$ cat src/rtl/divider_top.sv
// Sequential unsigned restoring divider: one quotient bit per clock,
// start/done handshake, results held until the next completion.
module divider_step #(
  parameter int W = 6
) (
  input  logic [W-1:0] p_i,
  input  logic [W-1:0] quo_i,
  input  logic [W-1:0] div_i,
  output logic [W-1:0] p_o,
  output logic [W-1:0] quo_o
);
  logic [W:0]   shifted;
  logic [W+1:0] diff;
  logic         take;

  // One extra sign bit so the borrow out of the (W+1)-bit subtract is visible.
  assign shifted = {p_i, quo_i[W-1]};
  assign diff    = {1'b0, shifted} - {2'b00, div_i};
  assign take    = ~diff[W+1];
  assign p_o     = take ? diff[W-1:0] : shifted[W-1:0];
  assign quo_o   = {quo_i[W-2:0], take};
endmodule

module divider_top #(
  parameter int WIDTH = 6
) (
  input  logic             clk,
  input  logic             rst_n,
  input  logic             start,
  input  logic [WIDTH-1:0] a,
  input  logic [WIDTH-1:0] b,
  output logic             busy,
  output logic             done,
  output logic [WIDTH-1:0] q,
  output logic [WIDTH-1:0] r,
  output logic             div_by_zero
);
  localparam int CW = $clog2(WIDTH + 1);

  typedef enum logic {S_IDLE, S_RUN} state_e;

  state_e           state_q;
  logic [WIDTH-1:0] div_q, p_q, quo_q;
  logic [WIDTH-1:0] p_d, quo_d;
  logic [CW-1:0]    cnt_q;
  logic             busy_q, done_q, dbz_q;
  logic [WIDTH-1:0] q_q, r_q;

  divider_step #(.W(WIDTH)) u_step (
    .p_i   (p_q),
    .quo_i (quo_q),
    .div_i (div_q),
    .p_o   (p_d),
    .quo_o (quo_d)
  );

  always_ff @(posedge clk or negedge rst_n) begin
    if (!rst_n) begin
      state_q <= S_IDLE;
      div_q   <= '0;
      p_q     <= '0;
      quo_q   <= '0;
      cnt_q   <= '0;
      busy_q  <= 1'b0;
      done_q  <= 1'b0;
      dbz_q   <= 1'b0;
      q_q     <= '0;
      r_q     <= '0;
    end else begin
      done_q <= 1'b0;
      case (state_q)
        S_IDLE: begin
          if (start) begin
            div_q   <= b;
            p_q     <= '0;
            quo_q   <= a;
            cnt_q   <= CW'(WIDTH);
            busy_q  <= 1'b1;
            state_q <= S_RUN;
          end
        end
        S_RUN: begin
          p_q   <= p_d;
          quo_q <= quo_d;
          cnt_q <= cnt_q - CW'(1);
          if (cnt_q == CW'(1)) begin
            // Divide by zero takes the normal path: every step "fits".
            q_q     <= quo_d;
            r_q     <= p_d;
            dbz_q   <= (div_q == '0);
            busy_q  <= 1'b0;
            done_q  <= 1'b1;
            state_q <= S_IDLE;
          end
        end
        default: state_q <= S_IDLE;
      endcase
    end
  end

  assign busy        = busy_q;
  assign done        = done_q;
  assign q           = q_q;
  assign r           = r_q;
  assign div_by_zero = dbz_q;
endmodule

$ cat config.mk
export PLATFORM = sky130hd
export DESIGN_NAME = divider_top
export DESIGN_NICKNAME = d
export VERILOG_FILES = /design/src/rtl/divider_top.sv
export SDC_FILE = /design/constraint.sdc
export NUM_CORES = 1
export LEC_CHECK = 0
export ABC_AREA = 1
export BUFFER_PORTS_ARGS = -buffer_cell sky130_fd_sc_hd__buf_2
export CORE_MARGIN = 2
export CORE_UTILIZATION = 25
export CTS_CLUSTER_DIAMETER = 100
export CTS_CLUSTER_SIZE = 8
export DETAILED_ROUTE_END_ITERATION = 8
export PLACE_DENSITY_LB_ADDON = 0.05
export SYNTH_ARGS = -nofsm -noshare
export SYNTH_HDL_FRONTEND = slang
export SYNTH_SLANG_ARGS = --single-unit
$ cat constraint.sdc
create_clock -name clk -period 1.7 [get_ports clk]
set_input_delay 0.255 -clock clk [delete_from_list [all_inputs] [get_ports clk]]
set_output_delay 0.255 -clock clk [all_outputs]
set_load 0.02 [all_outputs]
==> flow_summary.yaml, run 1 <==
cells_and_area:
  instances_no_fill: 367
  utilization_pct: 34.08
  area_growth_pct: 33.61
  nets: 291
  drive_gt1_share_pct: 32.46
  antenna_cells: 0
detailed_routing:
  top_layer_used: "met4"
  wl_um: 4832
  drtIter0Drc: 66
  vias: 1534
  post_drt_wl_per_cell_um: 13.17
  dr_wl_met2_um: 2193
  route.layer.met1.wl_um: 2446
  drc: 0
  first_pass_iters: 4
  met3_length_um: 137
  viasPerCell: 4.180
  ant_nets: 0
clocking:
  clk_latency_ns: 0.29
  cts.clk_slew.worst_paths_ns: 0.08
  cts_tree: "yes"
  htreeDepth: 2
  cts_num_sinks: 37
  cts_made_buffers: 5
  hold_buffers: 0
  clk_path_buf_depth: 2
  clock_tree.root_cell: "clkbuf_8"
timing:
  finalMaxSlewViolations: 0
  max_freq_ghz: 0.5996
  period_share_pct: 98.10
  rsz0062_at_grt: "true"
  fin_hold_ws_ns: 0.009482
  layout_setup_ws_ns: 0.03235
  maxSlewHeadroom_pct: 66.14
  period_needed_ns: 1.668
  hold_violations: 0
  tightestPinTransition_ns: 0.5079
  finalSetupViolations: 0
  skew_ns: 0.007604
yosys:
  yosys_warnings: 0
  seq_area_frac_synth_pct: 50.86
  syn_inst: 213
  syn_area_per_cell_um2: 8.547
  yosys_register_bits: 37
  syn-num-nets: 237
  syn-cell-area_um2: 1820
  synth_cell_types: 25
worst_setup_path:
  cp-start-kind: "flop"
  cp.arrival_ns: 1.86
  endpoint_kind: "flop"
  crit_chain: "inv_2 > ha_4 > inv_4 > fa_2 > nand3_2 > nand2_1 > nand2_1 > nand2_2 > nand2_2 > nand2_2 > nand2_1 > nand2_1"
  worstPathRequired_ns: 1.89
  crit_top_cell: "nand2_1"
  cp_top_family: "adder cells"
  critPathSlowestCell: "fa_2"
  criticalPathCategory: "flop to flop"
  max_stage_delay_ns: 0.39
  crit_buf_inv: 2
  crit_fanout: 2
power:
  p_total_w: 0.005794
  leakagePower_nw: 1.243
  pwr_density_cell_nw_per_um2: 2382
  vdd_drop_max_v: 0.0007190
floorplanning:
  ios: 30
  initial_core_util_pct: 25.51
  core_area_um2: 7137
  dieArea_um2: 7981
  die_y_um: 89.34
  rows: 31
  die_w_um: 89.34
placement:
  dp_cells: 355
  globalplace.congestion: 0.7449
  place_ws_ns: -0.01373
  dp_hpwl_um: 3492
  port_buffers: 29
global_routing:
  grt_max_degree: 38
  grt.overflow.total: 0
  grt_pass1_wl_um: 8038
  track_usage_pct: 13.42
  antenna_found_initial: 0
  first_global_vias: 1572
status:
  run_status: "finished, final reports clean"
flow_run:
  maxCapViolCount: 0
min_path:
  min_path_type: "input pin to async pin"
[worst reg2reg max path: stages (launching register included)]
cell	delay, ns
dfrtp_1	0.38
inv_2	0.08
ha_4	0.15
inv_4	0.04
fa_2	0.39
nand3_2	0.10
nand2_1	0.05
nand2_1	0.08
nand2_2	0.07
nand2_2	0.06
nand2_2	0.06
nand2_1	0.06
nand2_1	0.05
[power by group]
| part | total (W) | internal [W] | leakage (nW) | switching (W) |
|---|---|---|---|---|
| logic | 0.00336 | 0.00142 | 0.734 | 0.00195 |
| clock network | 0.000823 | 0.000478 | 0.0574 | 0.000346 |
| registers | 0.00161 | 0.00132 | 0.452 | 0.000283 |
| total | 0.00579 | 0.00322 | 1.24 | 0.00258 |
[routing by layer]
layer	vias up	track usage, %
met1	720	18.16
met3	4	2.862
met4	0	4.071
li1	788	-
met5	-	0
met2	22	21.55
[sequential cells by signal (all words and copies together), names as in the netlist]
signal	flops
done	1
r	6
busy	1
state_q	1
q	6
cnt_q	3
quo_q	6
p_q	6
div_by_zero	1
div_q	6
[synth_stat cells, drive strengths merged]
master / n / area [um2]
o221ai: 5 / 43.79
a21oi: 1 / 5.000
nand2: 80 / 322.8
nand3b: 2 / 15.01
o21ai: 14 / 70.07
a22oi: 1 / 7.510
buf: 3 / 15.01
inv: 28 / 105.1
o211ai: 1 / 7.510
a31oi: 1 / 6.260
dfrtp: 37 / 925.9
clkbuf: 1 / 3.750
nand4: 3 / 18.77
xnor2: 1 / 8.760
nor2: 8 / 35.03
nand3: 15 / 75.07
nor3: 1 / 10.01
nor4: 1 / 6.260
fa: 1 / 20.02
ha: 8 / 100.1
a21boi: 1 / 18.77
[cell type report]
| class | count | area [um2] |
|---|---|---|
| multi-input cells | 144 | 844.6 |
| clock inverters | 2 | 37.54 |
| well taps | 99 | 123.9 |
| fillers | 811 | 4705 |
| inverters | 28 | 107.6 |
| repair buffers | 51 | 310.3 |
| clock buffers | 6 | 82.58 |
| flip-flops and latches | 37 | 925.9 |
[final timing paths]
path	endpoint	from	slack (ns)	cells past startpoint
max	p_q[4]	quo_q[5]	0.03	12
min	quo_q[5]	rst_n	0.009	2
max reg2reg	p_q[4]	quo_q[5]	0.03	12
min reg2reg	busy	busy	0.47	2
max in group asynchronous	div_q[0]	rst_n	1.33	2
min in group clk	quo_q[4]	a[4]	0.17	3
[layout by cell type, fill, tap and decap left out, drive strengths merged, types with 2 or more instances in the layout]
master	count
dfrtp	37
o21ai	14
clkbuf	6
o221ai	5
inv	28
nor2	8
nand4	3
nand3b	2
ha	8
nand2	80
buf	51
nand3	15
[per-stage QoR]
step	area, um2	setup TNS (ns)
global placement	2206	-0.07967
floorplan	1821	0
CTS	2333	0
detailed placement	2206	-0.01893
global route	2432	-0.1555
finish	2432	0
[cell families after synthesis]
logic type / share of synthesized area, %
simple gates: 26.53
flops: 50.86
buf+inv: 6.804
compound gates: 8.729
fa+ha+maj: 6.598
xor+xnor: 0.4812
[what timing repair did]
item,4_1_cts,5_1_grt
endpoints found under the setup margin,2,11
buffers inserted,0,4
gates resized for setup,2,15
pin swaps,0,10
No activity file was read; power rests on OpenSTA's default activity.
==> run 2, diff against run 1 <==
CORE_ASPECT_RATIO = 0.9   (was not set)
CORE_MARGIN = 10   (was 2)
==> run 2 against run 1 <==
  * Combinational power is 1% lower
  * Die area grew 39%
  * Register-to-register slack better by 0.03 ns
  * Sequential cell count unchanged
  * Clock power down 27%
  * Fmax grew 1.6%
  * Non-clock buffer count decreased by 2
  * Setup slack improved by 0.027 ns
  * Final cell count fell by 2.2%
  * Sequential share of layout area increased by 0.87 points
  * Hold slack improved by 0.16 ns
  * Global-route usage is 3.8 points lower
  * Critical path type unchanged
==> flow_summary.yaml, run 2 (synthesis results as in run 1) <==
detailed_routing:
  top_layer_used: "met4"
  met3_length_um: 304
  wl_um: 5054
  vias: 1523
  viasPerCell: 4.242
  dr_wl_met2_um: 2064
  drc: 0
  post_drt_wl_per_cell_um: 14.08
  first_pass_iters: 4
  route.layer.met1.wl_um: 2656
  drtIter0Drc: 78
  ant_nets: 0
clocking:
  htreeDepth: 2
  clock_tree.root_cell: "clkbuf_8"
  clk_latency_ns: 0.29
  cts.clk_slew.worst_paths_ns: 0.07
  cts_made_buffers: 5
  clk_path_buf_depth: 2
  cts_num_sinks: 37
  cts_tree: "yes"
flow_run:
  maxCapViolCount: 0
global_routing:
  antenna_found_initial: 0
  grt.overflow.total: 0
  grt_pass1_wl_um: 8404
  grt_max_degree: 20
  track_usage_pct: 9.650
  first_global_vias: 1611
floorplanning:
  initial_core_util_pct: 25.73
  ios: 30
  rows: 29
  die_w_um: 110.0
  core_area_um2: 7076
  dieArea_um2: 11100
  die_y_um: 101.0
placement:
  dp_cells: 347
  globalplace.congestion: 0.7472
  dp_hpwl_um: 3798
  place_area_um2: 2183
  port_buffers: 29
cells_and_area:
  utilization_pct: 33.65
  final_common_cell: "nand2_1"
  nets: 289
  area_growth_pct: 30.79
  final_cell_mix: "70 x nand2_1, 36 x dfrtp_1, 29 x buf_2, 19 x inv_1, 19 x buf_4"
  antenna_cells: 0
  instances_no_fill: 359
  drive_gt1_share_pct: 32.71
  design_area_um2: 2381
worst_setup_path:
  r2r-start: "quo_q[5]"
  criticalPathCategory: "flop to flop"
  reg2reg_depth: 12
  crit_fanout: 2
  cp.arrival_ns: 1.83
  cp-start-kind: "flop"
  worstPathRequired_ns: 1.88
  endpoint_kind: "flop"
  timing.rr.end: "p_q[4]"
  r2r_setup_slack_ns: 0.06
timing:
  max_freq_ghz: 0.6094
  rsz0062_at_grt: "true"
  maxSlewHeadroom_pct: 74.70
  finalSetupViolations: 0
  skew_ns: 0.004576
  tightestPinTransition_ns: 0.3796
  hold_violations: 0
  period_share_pct: 96.52
  finalMaxSlewViolations: 0
  period_needed_ns: 1.641
min_path:
  min_path_type: "input pin to flop"
  hold-path-cell-count: 3
  min_from: "b[0]"
  min_to: "div_q[0]"
power:
  vdd_drop_max_v: 0.0007365
  pwr_density_cell_nw_per_um2: 2327
  leakagePower_nw: 1.219
status:
  run_status: "finished, final reports clean"
==> run 2: final cells by class <==
cell class | count | area [um2]
clock inverter | 2 | 10.01
clock buffer | 6 | 72.57
multi-input combinational | 144 | 849.6
fill | 778 | 4695
timing repair buffer | 49 | 297.8
tap | 93 | 116.4
inverter | 28 | 107.6
sequential | 37 | 927.1
==> run 2: how the worst max path moves through the flow <==
stage               startpoint      to  slack (ns)  cells past startpoint
floorplan             quo_q[5]  p_q[4]        0.16                     12
global placement      div_q[0]    r[4]       0.004                     11
CTS                   quo_q[5]    r[4]        0.01                     12
finish                quo_q[5]  p_q[4]        0.06                     12
detailed placement    quo_q[5]    r[4]        0.03                     12
global route          quo_q[5]    r[4]       -0.03                     12
==> run 2: power breakdown <==
part | internal [W] | switching, W | total (W) | leakage [nW]
Sequential | 0.00133 | 0.000288 | 0.00162 | 0.451
Combinational | 0.00137 | 0.00195 | 0.00332 | 0.723
Clock | 0.000284 | 0.000319 | 0.000603 | 0.0450
==> run 2: per-layer routing <==
layer | up-vias | global-route usage (%)
li1 | 790 | -
met1 | 703 | 13.43
met2 | 28 | 13.76
met3 | 2 | 3.772
met4 | 0 | 1.800
met5 | - | 0
==> run 2: metrics by stage <==
stage / setup TNS [ns] / setup WS (ns) / hold WS, ns / total power (W)
floorplan: 0 / 0.1605 / -0.04059 / 0.003611
global placement: 0 / 0.003734 / 0.2114 / 0.004709
detailed placement: 0 / 0.03072 / 0.2025 / 0.004660
CTS: 0 / 0.01400 / 0.1575 / 0.005308
global route: -0.08672 / -0.03460 / 0.1750 / 0.006174
finish: 0 / 0.05911 / 0.1707 / 0.005540
==> run 2: worst max-delay path, cell delays in order, from the launching register on <==
cell	delay, ns
dfrtp_1	0.38
inv_2	0.08
ha_4	0.14
inv_4	0.03
fa_2	0.41
nand3_2	0.11
nand2_2	0.04
nand2_1	0.06
nand2_1	0.06
nand2_2	0.06
nand2_2	0.07
nand2_1	0.06
nand2_1	0.05
==> run 2: repair_timing <==
item                                    4_1_cts  5_1_grt
resized for setup                             0       20
setup buffers                                 0        3
hold buffers                                  1        0
endpoints found under the setup margin        0       12
endpoints found under the hold margin        14        0
==> run 3, diff against run 2 <==
RECOVER_POWER = 50   (was not set)
SLEW_MARGIN = 5   (was not set)
SYNTH_HIERARCHICAL = 1   (was not set)
==> run 3 against run 2 <==
  * Combinational power shrank 4%
  * Final cell count grew 2.8%
  * Non-clock buffer count shrank 4
  * Sequential power is essentially flat
  * Sequential cell count is the same
  * Wire length shrank 4.1%
  * Fmax grew 0.40%
  * Hold slack lost 0.0037 ns
  * Synthesized area grew 8.7%
  * Global-route usage shrank 1.0 points
  * Sequential share of layout area shrank 0.53 points
  * Die area grew 7.0%
  * Critical path type unchanged
  * Highest routed layer unchanged
==> flow_summary.yaml, run 3 <==
yosys:
  synth_ff_type: "dfrtp_1"
  synth_edf_count: 0
  synth_top_family_by_area: "simple AND/OR/NAND/NOR gates"
  yosysMostFrequentCell: "nand2_1"
  synth_top_area_share_pct: 46.81
  yosys_register_bits: 37
  synth-xor-area-share_pct: 0.4428
  syn-cell-area_um2: 1978
  synth_cell_types: 28
  synth_fa_ha_area_share_pct: 6.072
  seq_area_frac_synth_pct: 46.81
  synth_area_leaders: "dfrtp_1 47%, nand2_1 17%, ha_1 5.1%"
  yosys_warnings: 6
  synth_common_cells: "89 x nand2_1, 37 x dfrtp_1, 25 x inv_1, 11 x nand3_1"
  synth_compound_area_share_pct: 8.918
  syn-num-nets: 255
  syn_area_per_cell_um2: 8.563
  synthArstFlopShare_pct: 100.0
  syn_inst: 231
  synthSimpleGateAreaFrac_pct: 27.51
  yosysTopAreaCell: "dfrtp_1"
  synth_mux_area_share_pct: 0
detailed_routing:
  vias: 1533
  top_layer_used: "met4"
  drtIter0Drc: 76
  route.layer.met1.wl_um: 2473
  dr_wl_met2_um: 2091
  first_pass_iters: 4
  wl_um: 4845
  viasPerCell: 4.154
  ant_nets: 0
  met3_length_um: 247
  post_drt_wl_per_cell_um: 13.13
  drc: 0
status:
  run_status: "finished, final reports clean"
power:
  pwr_density_cell_nw_per_um2: 2241
  vdd_drop_max_v: 0.0005272
  p_total_w: 0.005418
  leakagePower_nw: 1.267
timing:
  finalMaxSlewViolations: 0
  period_needed_ns: 1.634
  skew_ns: 0.006555
  finalSetupViolations: 0
  fin_hold_ws_ns: 0.1669
  rsz0062_at_grt: "true"
  period_share_pct: 96.14
  tightestPinTransition_ns: 0.9841
  hold_violations: 0
  max_freq_ghz: 0.6119
  maxSlewHeadroom_pct: 34.39
worst_setup_path:
  reg2reg_depth: 11
  crit_chain: "inv_1 > ha_2 > inv_2 > fa_2 > nand3_2 > nand3_1 > nand2_1 > nand2_1 > nand2_1 > inv_2 > o21ai_2"
  cp-start-kind: "flop"
  endpoint: "r[4]"
  worstPathRequired_ns: 1.92
  criticalPathCategory: "flop to flop"
  max_stage_delay_ns: 0.38
  timing.rr.end: "r[4]"
  r2r-start: "quo_q[5]"
  crit_fanout: 3
  crit_top_cell: "nand2_1"
  worstSetupStartpoint: "quo_q[5]"
  critPathSlowestCell: "dfrtp_1"
  r2r_setup_slack_ns: 0.07
  endpoint_kind: "flop"
  cp.arrival_ns: 1.85
min_path:
  min_path_type: "input pin to flop"
placement:
  dp_hpwl_um: 3676
  globalplace.congestion: 0.7644
  dp_cells: 358
  port_buffers: 29
clocking:
  clk_latency_ns: 0.28
  cts_made_buffers: 5
  htreeDepth: 2
  clk_path_buf_depth: 2
  cts_tree: "yes"
  cts.clk_slew.worst_paths_ns: 0.08
  cts_num_sinks: 37
  clock_tree.root_cell: "clkbuf_8"
  hold_buffers: 0
global_routing:
  grt_pass1_wl_um: 8418
  track_usage_pct: 8.614
  grt_max_degree: 38
  antenna_found_initial: 0
  grt.overflow.total: 0
  first_global_vias: 1686
cells_and_area:
  antenna_cells: 0
  final_common_cell: "nand2_1"
  final_cell_mix: "89 x nand2_1, 35 x dfrtp_1, 28 x buf_2, 18 x inv_1, 15 x buf_4"
  area_growth_pct: 22.20
  nets: 296
  drive_gt1_share_pct: 34.43
  utilization_pct: 31.72
  instances_no_fill: 369
floorplanning:
  die_w_um: 113.8
  initial_core_util_pct: 25.96
  dieArea_um2: 11880
  core_area_um2: 7620
  ios: 30
  rows: 30
  die_y_um: 104.4
flow_run:
  maxCapViolCount: 0
-- run 3: cells by family (layout without fill, tap and decap cells) --
| kind of cell | after synthesis | count (layout) |
|---|---|---|
| fa+ha+maj | 9 | 9 |
| flops | 37 | 37 |
| compound gates | 24 | 24 |
| buf+inv | 40 | 82 |
| simple gates | 120 | 120 |
| xor+xnor | 1 | 1 |
-- run 3: metal layers --
metal,GRT usage [%],vias up
met1,12.00,702
met4,2.083,0
met3,2.941,4
li1,-,800
met5,0,-
met2,12.29,27
-- run 3: cell type report --
class                   count  area [um2]
clock inverters             3       17.52
multi-input cells         154       909.6
fillers                   829        5202
flip-flops and latches     37       928.4
well taps                  96       120.1
repair buffers             45       261.5
inverters                  29       111.4
clock buffers               5       68.82
-- run 3: worst max-delay path: cells and delay by family (launching register included) --
family,cells,cell delay [ns]
buffers and inverters,3,0.16
DFF,1,0.38
adders and majority gates,2,0.53
and+or+nand+nor,5,0.38
AOI/OAI and AO/OA,1,0.12
-- run 3: where the power goes --
group	leakage (nW)	internal [W]	switching, W
clock	0.0439	0.000283	0.000329
sequential	0.455	0.00130	0.000306
combinational	0.768	0.00129	0.00191
total	1.27	0.00288	0.00254
-- run 3: worst min path at each step --
stage | slack, ns | cells after the start | startpoint | endpoint
4_1_cts | 0.03 | 2 | rst_n | r[5]
6_report | 0.17 | 3 | b[4] | div_q[4]
3_3_place_gp | 0.35 | 2 | rst_n | r[5]
5_1_grt | 0.17 | 3 | a[4] | quo_q[4]
3_5_place_dp | 0.35 | 2 | rst_n | r[5]
2_1_floorplan | -0.04 | 0 | rst_n | busy
-- run 3: per-stage QoR --
step	instance area, um2	setup WS [ns]	TNS [ns]
floorplan	1978	0.1274	0
finish	2417	0.06569	0
CTS	2351	0.003362	0
detailed placement	2250	-0.03041	-0.03842
global route	2417	-0.08604	-0.4272
global placement	2250	-0.03331	-0.06040
-- run 3: repair_timing --
item | 4_1_cts | 5_1_grt
setup buffers | 0 | 3
pin swaps | 0 | 5
setup endpoints to repair | 3 | 13
cloned | 0 | 0
resized for setup | 2 | 22
